## src/rtl/seg7_scan_driver_if.sv

```systemverilog
// rtl/seg7_scan_driver_if.sv - write/readback bus between the I/O decoder and the 7-segment scan driver
interface seg7_scan_driver_if;
  logic        wr_en;
  logic [31:0] wr_data;
  logic [7:0]  wr_dp;
  logic [7:0]  wr_dig_en;
  logic [31:0] shown_data;

  modport master (
    output wr_en, wr_data, wr_dp, wr_dig_en,
    input  shown_data
  );

  modport slave (
    input  wr_en, wr_data, wr_dp, wr_dig_en,
    output shown_data
  );
endinterface

```

## src/rtl/seg7_scan_driver.sv

```systemverilog
// rtl/seg7_scan_driver.sv - 8-digit multiplexed 7-segment scanner with anti-ghost blanking; optional LEADING_ZERO_BLANK_EN
module seg7_scan_driver #(
  parameter int SCAN_DIV  = 100_000,
  parameter int BLANK_CYC = 1_000
) (
  input  logic                    clk,
  input  logic                    reset,
  seg7_scan_driver_if.slave       bus,
  output logic [7:0]              AN,
  output logic [6:0]              A2G,
  output logic                    DP
);

  localparam int CW = $clog2(SCAN_DIV);

  typedef enum logic {ST_BLANK, ST_SHOW} state_t;

  logic [31:0]   r_data;
  logic [7:0]    r_dp_mask;
  logic [7:0]    r_dig_en;
  logic [CW-1:0] r_cnt;
  logic [2:0]    r_idx;
  state_t        r_state;
  logic [7:0]    r_an;
  logic [6:0]    r_a2g;
  logic          r_dp;

  logic [CW-1:0] w_cnt_next;
  logic [2:0]    w_idx_next;
  state_t        w_state_next;
  logic [7:0]    w_an_next;
  logic [6:0]    w_a2g_next;
  logic          w_dp_next;
  logic [7:0]    w_lit;

  function automatic logic [6:0] hexdec(input logic [3:0] v);
    case (v)
      4'h0: hexdec = 7'b0000001;
      4'h1: hexdec = 7'b1001111;
      4'h2: hexdec = 7'b0010010;
      4'h3: hexdec = 7'b0000110;
      4'h4: hexdec = 7'b1001100;
      4'h5: hexdec = 7'b0100100;
      4'h6: hexdec = 7'b0100000;
      4'h7: hexdec = 7'b0001111;
      4'h8: hexdec = 7'b0000000;
      4'h9: hexdec = 7'b0000100;
      4'hA: hexdec = 7'b0001000;
      4'hB: hexdec = 7'b1100000;
      4'hC: hexdec = 7'b0110001;
      4'hD: hexdec = 7'b1000010;
      4'hE: hexdec = 7'b0110000;
      default: hexdec = 7'b0111000;
    endcase
  endfunction

  assign bus.shown_data = r_data;
  assign AN  = r_an;
  assign A2G = r_a2g;
  assign DP  = r_dp;

  // Latch the decoder's write; independent of the scan timing
  always_ff @(posedge clk or posedge reset) begin
    if (reset) begin
      r_data    <= 32'h0;
      r_dp_mask <= 8'h00;
      r_dig_en  <= 8'hFF;
    end else if (bus.wr_en) begin
      r_data    <= bus.wr_data;
      r_dp_mask <= bus.wr_dp;
      r_dig_en  <= bus.wr_dig_en;
    end
  end

  // Slot counter wraps at SCAN_DIV-1 and then steps to the next digit
  always_comb begin
    w_cnt_next = r_cnt + 1'b1;
    w_idx_next = r_idx;
    if (r_cnt == CW'(SCAN_DIV - 1)) begin
      w_cnt_next = '0;
      w_idx_next = r_idx + 3'd1;
    end
  end

  // Per-digit visibility: enable mask, optionally gated by leading-zero suppression
`ifdef LEADING_ZERO_BLANK_EN
  always_comb begin
    logic seen_nz;
    seen_nz = 1'b0;
    w_lit   = 8'h00;
    for (int i = 7; i >= 0; i--) begin
      seen_nz  = seen_nz | (r_data[4*i +: 4] != 4'h0);
      w_lit[i] = r_dig_en[i] & (seen_nz | (i == 0));
    end
  end
`else
  always_comb begin
    w_lit = r_dig_en;
  end
`endif

  // Next state and next pin values; pins show the slot the counter is entering
  always_comb begin
    w_state_next = r_state;
    case (r_state)
      ST_BLANK: if (w_cnt_next >= CW'(BLANK_CYC)) w_state_next = ST_SHOW;
      ST_SHOW:  if (w_cnt_next <  CW'(BLANK_CYC)) w_state_next = ST_BLANK;
      default:  w_state_next = ST_BLANK;
    endcase
    w_an_next  = 8'hFF;
    w_a2g_next = 7'h7F;
    w_dp_next  = 1'b1;
    if (w_state_next == ST_SHOW && w_lit[w_idx_next]) begin
      w_an_next  = ~(8'b1 << w_idx_next);
      w_a2g_next = hexdec(r_data[{w_idx_next, 2'b00} +: 4]);
      w_dp_next  = ~r_dp_mask[w_idx_next];
    end
  end

  // Scan position, FSM state and registered pin drivers
  always_ff @(posedge clk or posedge reset) begin
    if (reset) begin
      r_cnt   <= '0;
      r_idx   <= 3'd0;
      r_state <= ST_BLANK;
      r_an    <= 8'hFF;
      r_a2g   <= 7'h7F;
      r_dp    <= 1'b1;
    end else begin
      r_cnt   <= w_cnt_next;
      r_idx   <= w_idx_next;
      r_state <= w_state_next;
      r_an    <= w_an_next;
      r_a2g   <= w_a2g_next;
      r_dp    <= w_dp_next;
    end
  end

endmodule

```

## src/flat_wrapper.sv

```systemverilog
// flat-port wrapper written by rule: the top's interface ports become plain ports
module seg7_scan_driver_flat 
#(
  parameter int SCAN_DIV  = 100_000,
  parameter int BLANK_CYC = 1_000
)
  (clk, reset, AN, A2G, DP, bus_wr_en, bus_wr_data, bus_wr_dp, bus_wr_dig_en, bus_shown_data);
  seg7_scan_driver_if bus_i ();
  input  logic clk;
  input  logic reset;
  output logic [7:0] AN;
  output logic [6:0] A2G;
  output logic DP;
  input wire logic [$bits(bus_i.wr_en)-1:0] bus_wr_en;
  input wire logic [$bits(bus_i.wr_data)-1:0] bus_wr_data;
  input wire logic [$bits(bus_i.wr_dp)-1:0] bus_wr_dp;
  input wire logic [$bits(bus_i.wr_dig_en)-1:0] bus_wr_dig_en;
  output wire logic [$bits(bus_i.shown_data)-1:0] bus_shown_data;
  assign bus_i.wr_en = bus_wr_en;
  assign bus_i.wr_data = bus_wr_data;
  assign bus_i.wr_dp = bus_wr_dp;
  assign bus_i.wr_dig_en = bus_wr_dig_en;
  assign bus_shown_data = bus_i.shown_data;
  seg7_scan_driver #(.SCAN_DIV(SCAN_DIV), .BLANK_CYC(BLANK_CYC)) u_core (.clk(clk), .reset(reset), .bus(bus_i), .AN(AN), .A2G(A2G), .DP(DP));
endmodule
```

## config.mk

```make
export PLATFORM = sky130hd
export DESIGN_NAME = seg7_scan_driver_flat
export DESIGN_NICKNAME = d
export VERILOG_FILES = /design/src/rtl/seg7_scan_driver_if.sv /design/src/rtl/seg7_scan_driver.sv /design/src/flat_wrapper.sv
export SDC_FILE = /design/constraint.sdc
export NUM_CORES = 1
export LEC_CHECK = 0
export ABC_AREA = 1
export CELL_PAD_IN_SITES_DETAIL_PLACEMENT = 1
export CELL_PAD_IN_SITES_GLOBAL_PLACEMENT = 1
export CORE_MARGIN = 3
export CORE_UTILIZATION = 30
export CTS_CLUSTER_DIAMETER = 120
export CTS_CLUSTER_SIZE = 14
export DETAILED_ROUTE_END_ITERATION = 8
export GPL_ROUTABILITY_DRIVEN = 0
export PLACE_DENSITY_LB_ADDON = 0.1
export SYNTH_ARGS = -nofsm -noshare
export SYNTH_HDL_FRONTEND = slang
export SYNTH_SLANG_ARGS = --single-unit
```

## constraint.sdc

```tcl
create_clock -name clk -period 8.9 [get_ports clk]
set_input_delay 2.225 -clock clk [delete_from_list [all_inputs] [get_ports clk]]
set_output_delay 2.225 -clock clk [all_outputs]
set_load 0.03 [all_outputs]
```

==> impl_results.md <==
- Final Net Count: 703
- RSZ-0062 raised after global routing: no
- Logic pwr share: 16.8%
- Final Instance Count excl. Fillers: 830
- CP Capture Type: output pin
- WL/cell: 15.09 um
- Synth area leader: dfrtp_1
- I/O pin cnt: slightly below 100
- Worst Path Arrival: 1530 ps
- Max Slew Vio Count: 0
- Top cells by area, synth: dfrtp_1 (34%), nand2_1 (15%), dfstp_2 (14%)
- Vias per inst: around 4.6
- Ys Warns: 0
- Crit-path max cell delay: 660 ps
- Internal Power: 659.2 uW
- Detailed Route WL: 12530 um
- Worst-Skew Late Latency: 340 ps
- Slowest-stage cell, CP: clkdlybuf4s50_1
- Period utilization: 42.15%
- Critical register-to-register path endpoint: u_core.A2G[3]$_DFF_PP1_
- Max_cap viols: 0
- Fmax achieved: 266.6 MHz
- Crit start category: register
- Worst IR drop on VDD: 0.00009247 V
- Hold buffer count at cts: 0
- Hold Path Depth: 1
- Hold Crit Class: reg -> reg
- DIE AREA: about 0.016 sq mm
- Worst Hold End: u_core.r_cnt[0]$_DFF_PP0_
- Critical path, cell by cell: clkdlybuf4s50_1
- Minimum clock period: about 3800 ps
- Synthesis-to-finish area growth: 31.13%
- Starting density of the core: 31.21%
- Psw: around 240 uW
- Layout cells sized above 1: 13.54%
- Hold Startpoint: u_core.r_cnt[0]$_DFF_PP0_
- Top-area cell type share of the netlist area: 33.99%
- Clock transition at path regs: 60 ps
- Crit Path Class: reg -> out
- DPL Wire Length: 9577 um
- Post-Syn Area per Cell: 8.030 sq um
- Port bufs: slightly below 100
- Worst-margin pin slew: 721.2 ps
- R2r setup slk: ~5600 ps
- Synthesized Nets: 608
- Die Y: 127.3 um
- Post-Route Setup TNS: 0 ps
- Setup Buffers After CTS: 0
- Sw Ratio: 27.02%
- Synthesized area: 0.004417 sq mm
- Htree depth: 3
- P_leak: about 0.0027 uW
- Initial antenna violation count: 1
- DRC: 0
- Largest net degree at the start of global routing: 76
- Clock Power Share: between 30% and 40%
- Sequential group share of total power: 46.3%
- Post-synth EDFFs: 0
- Worst Reg2Reg Path Length in Cells: 15
- Detailed router's first-iteration violation count: 155
- Ant diodes: 0
- Clk_skew: 6.219 ps
- ANT nets after route: 0
- Clk root buf: clkbuf_16
- Top_reg_cell synth: dfrtp_1
- Post-Syn Instances: 550
- Clock net sink count: 84
- Global-route usage over all layers: 16.16%
- Via Count: 3797
- Status: completed
- Worst EP required: 6680 ps
- Core area: 0.01415 sq mm
- First-pass GRT wire length: 20820 um
- Post-synthesis cell type count: 31
- Hold Vio Cnt, Final: 0
- Grt total ovfl: 0
- Row cnt: 43
- Worst Path Buf+Inv: 1
- Die X: 127.3 um
- CTS max path bufs: 2
- Critical path origin: u_core.A2G[5]$_DFF_PP1_
- Reg2Reg Launch Point: u_core.r_cnt[0]$_DFF_PP0_
- Register area share after synthesis: between 40% and 50%
- Vias in the first global route: 4103
- Slew margin rel.: 51.92%
- Overall Power: 903.2 uW
- Async SR Flop Fraction: between 90% and 100%
- Pwr/cell area: 155.9 mW/mm^2
- Cell family with most CP delay: buffers and inverters
- Cells after DPL: 814
- Final hold slack: around 470 ps
- CTS tree: yes
- Post-CTS Resized: 0
- Crit Path Max Fanout: 1
- Yosys reg bits: 84
- Final Util: 40.93%
- Final setup vio count: 0
- Drt pass-1 iters: 4
- CTS buffer count: 9
power by group through the flow:
stage | clock network (uW) | logic, uW | registers (uW)
6_report | 333 | 152 | 418
5_1_grt | 364 | 167 | 421
4_1_cts | 347 | 155 | 418
3_5_place_dp | 0 | 154 | 425
3_3_place_gp | 0 | 151 | 425
2_1_floorplan | 0 | 57.6 | 449
per-stage QoR:
stage               instance area (sq um)  setup WS [ps]
floorplan                            4417           4550
global placement                     5532           5131
detailed placement                   5532           5115
CTS                                  5792           5125
global route                         5792           5104
finish                               5792           5149
cells by family after synthesis:
family                     share of synthesized area [%]
muxes                                              5.354
and+or+nand+nor                                    28.13
AOI/OAI and AO/OA                                  5.723
buffers and inverters                              8.753
xor gates and xnor gates                           1.785
adders and majority gates                          1.983
DFF                                                48.27
layer usage:
layer  share of wire (%)  global-route usage [%]
met1                  47                   20.56
met2                  47                   26.73
met3                 5.0                   4.264
met4                 1.4                   5.426
met5               0.072                       0
cell usage in the layout (no fill, tap or decap), drive strengths merged, types with 3 or more instances in the layout:
cell type and n:
buf 3, clkbuf 10, clkdlybuf4s50 97, clkinv 6, dfrtp 60, dfstp 24, ha 7, inv 74
mux2 21, nand2 186, nand3 54, nor2 43, nor3 6, o21ai 41, xor2 8
state kept, by name, indices dropped and copies added, names as in the netlist:
| signal | cells |
|---|---|
| u_core.bus.shown_data | 32 |
| u_core.DP | 1 |
| u_core.r_idx | 3 |
| u_core.AN | 8 |
| u_core.r_dp_mask | 8 |
| u_core.r_cnt | 17 |
| u_core.A2G | 7 |
| u_core.r_dig_en | 8 |
worst max-delay path by stage:
stage                     slack, ps                              endpoint  depth (start not counted)
after floorplan                4550  u_core.bus.shown_data[0]$_DFFE_PP0P_                          1
after global placement         5130             u_core.r_cnt[2]$_DFF_PP0_                          3
after detailed placement       5110             u_core.r_cnt[1]$_DFF_PP0_                          3
after CTS                      5120                                A2G[5]                          1
after global routing           5100                                A2G[5]                          1
final                          5150                                A2G[5]                          1
area by class of cell:
type | instances | area (sq um)
Inverter | 75 | 285.3
Clock buffer | 10 | 229.0
Timing Repair Buffer | 100 | 991.0
Tap cell | 180 | 225.2
Fill cell | 1735 | 8358
Sequential cell | 84 | 2132
Clock inverter | 6 | 31.28
Multi-Input combinational cell | 375 | 1898
synth_stat cells (2+ instances only):
cell type and count:
nand2_4 2, mux2_2 21, nor2_1 35, inv_2 4, xor2_1 8, nand2_1 178, inv_1 70, nand3_1 51
nor3_1 6, nor2_2 7, o21ai_1 5, dfrtp_1 60, nand4_1 2, nand2_2 6, o22ai_1 2, dfstp_2 24
ha_1 7, o21ai_0 35, nand3_2 3, clkbuf_1 8, buf_4 3, buf_6 4
(Power assumes the default switching activity.)
